<file path="src/rtl/booth_pkg.sv">
// Shared widths, FSM state type and radix-4 Booth digit decoding for the
// carry-save Booth multiplier/accumulator.
package booth_pkg;

  localparam int unsigned OP_W       = 32;
  localparam int unsigned PROD_W     = 64;
  localparam int unsigned NUM_DIGITS = 16;
  localparam int unsigned CNT_W      = 4;

  typedef enum logic [1:0] {
    ST_IDLE,
    ST_RUN,
    ST_FLUSH,
    ST_DONE
  } state_e;

  typedef enum logic [2:0] {
    BD_ZERO,
    BD_POS1,
    BD_POS2,
    BD_NEG2,
    BD_NEG1
  } booth_digit_e;

  // Window is {B[2i+1], B[2i], B[2i-1]}.
  function automatic booth_digit_e booth_decode(input logic [2:0] win);
    booth_digit_e d;
    case (win)
      3'b001, 3'b010: d = BD_POS1;
      3'b011:         d = BD_POS2;
      3'b100:         d = BD_NEG2;
      3'b101, 3'b110: d = BD_NEG1;
      default:        d = BD_ZERO;
    endcase
    return d;
  endfunction

endpackage

</file>
<file path="src/rtl/booth_pp_gen.sv">
// Radix-4 Booth partial-product generator: decodes one 3-bit window and
// forms the shifted (possibly inverted) 64-bit partial product.
module booth_pp_gen
  import booth_pkg::*;
(
  input  logic [OP_W-1:0]   a,
  input  logic [2:0]        window,
  input  logic [CNT_W-1:0]  digit_idx,
  output logic [PROD_W-1:0] pp,
  output logic              neg
);

  booth_digit_e      digit;
  logic [PROD_W-1:0] mag1;
  logic [PROD_W-1:0] mag2;
  logic [CNT_W:0]    shamt;

  always_comb begin
    digit = booth_decode(window);
    mag1  = {{(PROD_W-OP_W){a[OP_W-1]}}, a};
    mag2  = mag1 << 1;
    shamt = {digit_idx, 1'b0};
    pp    = '0;
    neg   = 1'b0;
    // Negative digits emit ~mag; the missing +1 is injected by the next step.
    case (digit)
      BD_POS1: pp = mag1 << shamt;
      BD_POS2: pp = mag2 << shamt;
      BD_NEG2: begin
        pp  = (~mag2) << shamt;
        neg = 1'b1;
      end
      BD_NEG1: begin
        pp  = (~mag1) << shamt;
        neg = 1'b1;
      end
      default: begin
        pp  = '0;
        neg = 1'b0;
      end
    endcase
  end

endmodule

</file>
<file path="src/rtl/booth_csa_accumulator.sv">
// Sequential radix-4 Booth multiplier: one digit per clock compressed into a
// carry-save sum/carry pair, final hot-one flushed before the result is offered.
module booth_csa_accumulator
  import booth_pkg::*;
(
  input  logic              clk,
  input  logic              rst_n,
  input  logic              in_valid,
  output logic              in_ready,
  input  logic [OP_W-1:0]   multiplicand,
  input  logic [OP_W-1:0]   multiplier,
  output logic              out_valid,
  input  logic              out_ready,
  output logic [PROD_W-1:0] sum_vec,
  output logic [PROD_W-1:0] carry_vec
);

  localparam int unsigned FLUSH_POS = 2 * (NUM_DIGITS - 1);

  state_e            state_q, state_d;
  logic [OP_W-1:0]   a_q, a_d;
  logic [OP_W-1:0]   b_q, b_d;
  logic [CNT_W-1:0]  cnt_q, cnt_d;
  logic              neg_q, neg_d;
  logic [PROD_W-1:0] sum_q, sum_d;
  logic [PROD_W-1:0] carry_q, carry_d;

  logic [OP_W:0]     b_ext;
  logic [2:0]        window;
  logic [PROD_W-1:0] pp_raw;
  logic              pp_neg;
  logic [CNT_W:0]    hot_pos;
  logic [PROD_W-1:0] hot_run;
  logic [PROD_W-1:0] hot_flush;
  logic [PROD_W-1:0] csa_pp;
  logic [PROD_W-1:0] csa_sum;
  logic [PROD_W-1:0] csa_carry;

  always_comb begin
    b_ext  = {b_q, 1'b0};
    window = b_ext[{cnt_q, 1'b0} +: 3];
  end

  booth_pp_gen u_pp_gen (
    .a         (a_q),
    .window    (window),
    .digit_idx (cnt_q),
    .pp        (pp_raw),
    .neg       (pp_neg)
  );

  // Previous digit's +1 lands at bit 2i-2, which is always zero in this PP.
  always_comb begin
    hot_pos   = {cnt_q - CNT_W'(1), 1'b0};
    hot_run   = PROD_W'(neg_q && (cnt_q != '0)) << hot_pos;
    hot_flush = PROD_W'(neg_q) << FLUSH_POS;
    csa_pp    = (state_q == ST_FLUSH) ? hot_flush : (pp_raw | hot_run);
    csa_sum   = sum_q ^ carry_q ^ csa_pp;
    csa_carry = ((sum_q & carry_q) | (sum_q & csa_pp) | (carry_q & csa_pp)) << 1;
  end

  always_comb begin
    state_d = state_q;
    a_d     = a_q;
    b_d     = b_q;
    cnt_d   = cnt_q;
    neg_d   = neg_q;
    sum_d   = sum_q;
    carry_d = carry_q;
    case (state_q)
      ST_IDLE: begin
        if (in_valid) begin
          a_d     = multiplicand;
          b_d     = multiplier;
          cnt_d   = '0;
          neg_d   = 1'b0;
          sum_d   = '0;
          carry_d = '0;
          state_d = ST_RUN;
        end
      end
      ST_RUN: begin
        sum_d   = csa_sum;
        carry_d = csa_carry;
        neg_d   = pp_neg;
        if (cnt_q == CNT_W'(NUM_DIGITS - 1)) begin
          state_d = ST_FLUSH;
        end else begin
          cnt_d = cnt_q + CNT_W'(1);
        end
      end
      ST_FLUSH: begin
        sum_d   = csa_sum;
        carry_d = csa_carry;
        neg_d   = 1'b0;
        cnt_d   = '0;
        state_d = ST_DONE;
      end
      ST_DONE: begin
        if (out_ready) begin
          state_d = ST_IDLE;
        end
      end
      default: state_d = ST_IDLE;
    endcase
  end

  always_ff @(posedge clk or negedge rst_n) begin
    if (!rst_n) begin
      state_q <= ST_IDLE;
      a_q     <= '0;
      b_q     <= '0;
      cnt_q   <= '0;
      neg_q   <= 1'b0;
      sum_q   <= '0;
      carry_q <= '0;
    end else begin
      state_q <= state_d;
      a_q     <= a_d;
      b_q     <= b_d;
      cnt_q   <= cnt_d;
      neg_q   <= neg_d;
      sum_q   <= sum_d;
      carry_q <= carry_d;
    end
  end

  assign in_ready  = (state_q == ST_IDLE);
  assign out_valid = (state_q == ST_DONE);
  assign sum_vec   = sum_q;
  assign carry_vec = carry_q;

endmodule
</file>
<file path="config.mk">
export PLATFORM = sky130hd
export DESIGN_NAME = booth_csa_accumulator
export DESIGN_NICKNAME = d
export VERILOG_FILES = /design/src/rtl/booth_pkg.sv /design/src/rtl/booth_pp_gen.sv /design/src/rtl/booth_csa_accumulator.sv
export SDC_FILE = /design/constraint.sdc
export NUM_CORES = 1
export LEC_CHECK = 0
export CAP_MARGIN = 20
export CORE_ASPECT_RATIO = 0.7
export CORE_MARGIN = 1.5
export CORE_UTILIZATION = 45
export DETAILED_ROUTE_END_ITERATION = 8
export PLACE_DENSITY_LB_ADDON = 0.12
export SYNTH_ARGS = -nofsm -noshare
export SYNTH_HDL_FRONTEND = slang
export SYNTH_SLANG_ARGS = --single-unit
</file>
<file path="constraint.sdc">
create_clock -name clk -period 5.2 [get_ports clk]
set_input_delay 0.52 -clock clk [delete_from_list [all_inputs] [get_ports clk]]
set_output_delay 0.52 -clock clk [all_outputs]
set_load 0.1 [all_outputs]
</file>
==> out/qor.yml <==
floorplan:
  num_rows: 54
  coreArea_sq_um: 31400
  die_w_um: 217
  ioPinCount: 198
  die_area_sq_um: 33300
  start_util_pct: 46.1
  die_h_um: 153
timing:
  skew_ns: 0.0208
  worst_pin_slew_ns: 1.06
  rsz0062_at_grt: "no"
  setup_viol: 0
  whs_ns: 0.124
  fin_crit_sh_pct: 99.8
  fmax_mhz: 193
  post-route-min-period_ns: 5.19
  maxSlewViolCount: 0
  relSlewSlack_pct: 29.4
  setup_tns_ns: 0
  finalHoldViolCount: 0
global_routing:
  grt_overflow_total: 0
  grt_usage_pct: 32.3
  grt_max_degree: 117
  grt_pass1_wl_um: 81400
  antenna_found_initial: 0
  grt_pass1_vias: 12700
cts:
  htreeDepth: 4
  path_clk_slew_ns: 0.08
  clock_sinks: 198
  cts_buffers: 17
  clockBufferDepth: 2
  cts_root_buf: "clkbuf_16"
  cts_tree: "done"
  post-cts-setup-buffers: 0
  insertion_delay_ns: 0.46
  postCtsHoldBufs: 0
routing:
  drtAntennaViolNets: 0
  num_vias: 13600
  drt-initial-drc-count: 1889
  wire_per_inst_um: 24.2
  drt_wl_total_um: 53100
  route.detailed.drc: 3
  firstDrtPassIters: 9
  post_drt_via_cell_ratio: 6.18
critical_path:
  r2r-start: "cnt_q[1]"
  critPathLaunch: "cnt_q[1]"
  slowest_delay_ns: 0.59
  path_cells: "buf_4, inv_2, mux2i_4, mux2_4, nor3_4, buf_4, a211oi_1, a221o_1, mux2i_1, mux2i_1, buf_4, o21ai_0, a2bb2oi_1, fa_1, o21ai_0"
  path_class: "flip-flop to flip-flop"
  worst_setup_path_start_kind: "flip-flop"
  crit_path_frequent_cell: "buf_4"
  cp_max_fo: 16
  required_ns: 5.57
  worstPathArrival_ns: 5.56
  critical_path.slowest_cell: "dfrtp_2"
  crit_path_end_kind: "flip-flop"
hold_path:
  hp-class: "primary input to async pin"
yosys:
  yosys_warnings: 0
  synth_top_flop_cell: "dfrtp_1"
  synth-seq-area-share_pct: 34.2
  synthesis.nets: 1728
  synthCells: 1590
  ys_ff_latch: 198
  synthArstFlopShare_pct: 100
  synth.avg_cell_area_sq_um: 9.11
  yosys.cell_types.count: 95
  synth_edf_count: 0
  syn-cell-area_sq_um: 14500
outcome:
  violations: "design-rule violations"
  status: "complete, but fails checks"
placement:
  dp_cells: 2166
  gp_congestion: 1.04
  port_buffers: 196
  post-dp-hpwl_um: 39500
flow_run:
  maxCapViolCount: 0
final_layout:
  fin_nets: 1903
  utilization_pct: 56.5
  diodes: 0
  area_growth_pct: 22.4
  drive_above_1_share_pct: 15.1
  fin_cells: 2197
## per-stage QoR
| step | area, sq um | worst slack [ns] |
|---|---|---|
| 2_1_floorplan | 14500 | 1.37 |
| 3_3_place_gp | 17200 | 0.324 |
| 3_5_place_dp | 17200 | 0.219 |
| 4_1_cts | 17700 | 0.192 |
| 5_1_grt | 17700 | 0.00734 |
| 6_report | 17700 | 0.0117 |
## per-layer routing
layer | global-route usage [%] | vias to the layer above | wire, um
met4 | 8.33 | 0 | 1080
met2 | 42.1 | 787 | 21000
li1 | - | 6043 | -
met1 | 50.3 | 6668 | 25000
met5 | 0 | - | 0
met3 | 10.4 | 83 | 6060
## critical path, delay by kind of cell, from the launching register on
kind	cells	cell delay (ns)
AOI/OAI and AO/OA	5	1.37
and+or+nand+nor	1	0.59
adders and majority gates	1	0.52
muxes	4	1.12
DFF	1	0.59
buffers and inverters	4	0.90
## registers in the layout, summed over array words and instances (netlist names)
register,count
sum_vec,64
carry_vec,63
neg_q,1
a_q,32
b_q,32
cnt_q,4
state_q,2
## final timing paths
path / cells past startpoint / endpoint / slack [ns]
min in group clk: 1 / sum_vec[63] / 0.50
worst max-delay path: 15 / sum_vec[27] / 0.01
worst max register to register: 15 / sum_vec[27] / 0.01
worst min register to register: 1 / sum_vec[63] / 0.50
worst min-delay path: 1 / a_q[9] / 0.12
max in group asynchronous: 2 / cnt_q[1] / 4.02
## layout make-up
type	count	area (sq um)
flip-flops and latches	198	4960
repair buffers	287	2750
multi-input cells	1108	8380
well taps	420	526
inverters	153	574
fillers	2832	13700
clock buffers	18	429
clock inverters	13	131
## cells in the final DEF, fill, tap and decap left out, drive strengths merged, types with 11 or more instances in the layout
master,count
a2111oi,11
a211oi,30
a21oi,58
a221oi,19
a22oi,19
a31oi,16
buf,91
clkbuf,19
clkdlybuf4s50,195
dfrtp,198
fa,62
inv,160
mux2,80
mux2i,34
mux4,17
nand2,198
nand3,18
nand4,17
nor2,74
nor3,24
nor4,11
o211ai,21
o21ai,191
o22ai,20
xnor2,12
## synthesized netlist by cell type, types with 9 or more instances
cell	instances	share of area, %
nand4_1	17	0.73
o22a_1	10	0.60
a22oi_1	17	0.88
a21oi_1	55	1.9
o22ai_1	20	0.86
dfrtp_1	198	34
clkbuf_1	72	1.9
mux4_2	17	2.6
buf_1	16	0.41
mux2i_1	31	2.1
nor2_1	73	1.9
a211oi_1	27	1.4
a32oi_1	10	0.60
mux2_2	78	6.1
nor3_1	22	0.76
o21ai_0	174	6.0
nand2_1	196	5.1
buf_2	26	0.90
xnor2_1	11	0.66
a221oi_1	16	0.97
a31oi_1	15	0.65
nor2b_1	9	0.39
a22o_1	10	0.60
inv_1	150	3.9
o21ai_1	15	0.52
fa_1	62	8.6
o211ai_1	21	1.1
nand3_1	17	0.59
buf_4	9	0.47
## kinds of logic after synthesis
group / synth area share [%]
AOI/OAI and AO/OA: 24.2
xor gates and xnor gates: 0.837
adders and majority gates: 9.25
buffers and inverters: 8.23
DFF: 34.2
muxes: 11.4
other: 0.0259
and+or+nand+nor: 11.9
## repair_timing
| action | in CTS | in global routing |
|---|---|---|
| endpoints found under the setup margin | 0 | 1 |
| endpoints found under the hold margin | 0 | 0 |
| resized for setup | 0 | 1 |
Power is not shown: default switching activity piles up to over one toggle a cycle in this logic, so the estimate is an artifact.
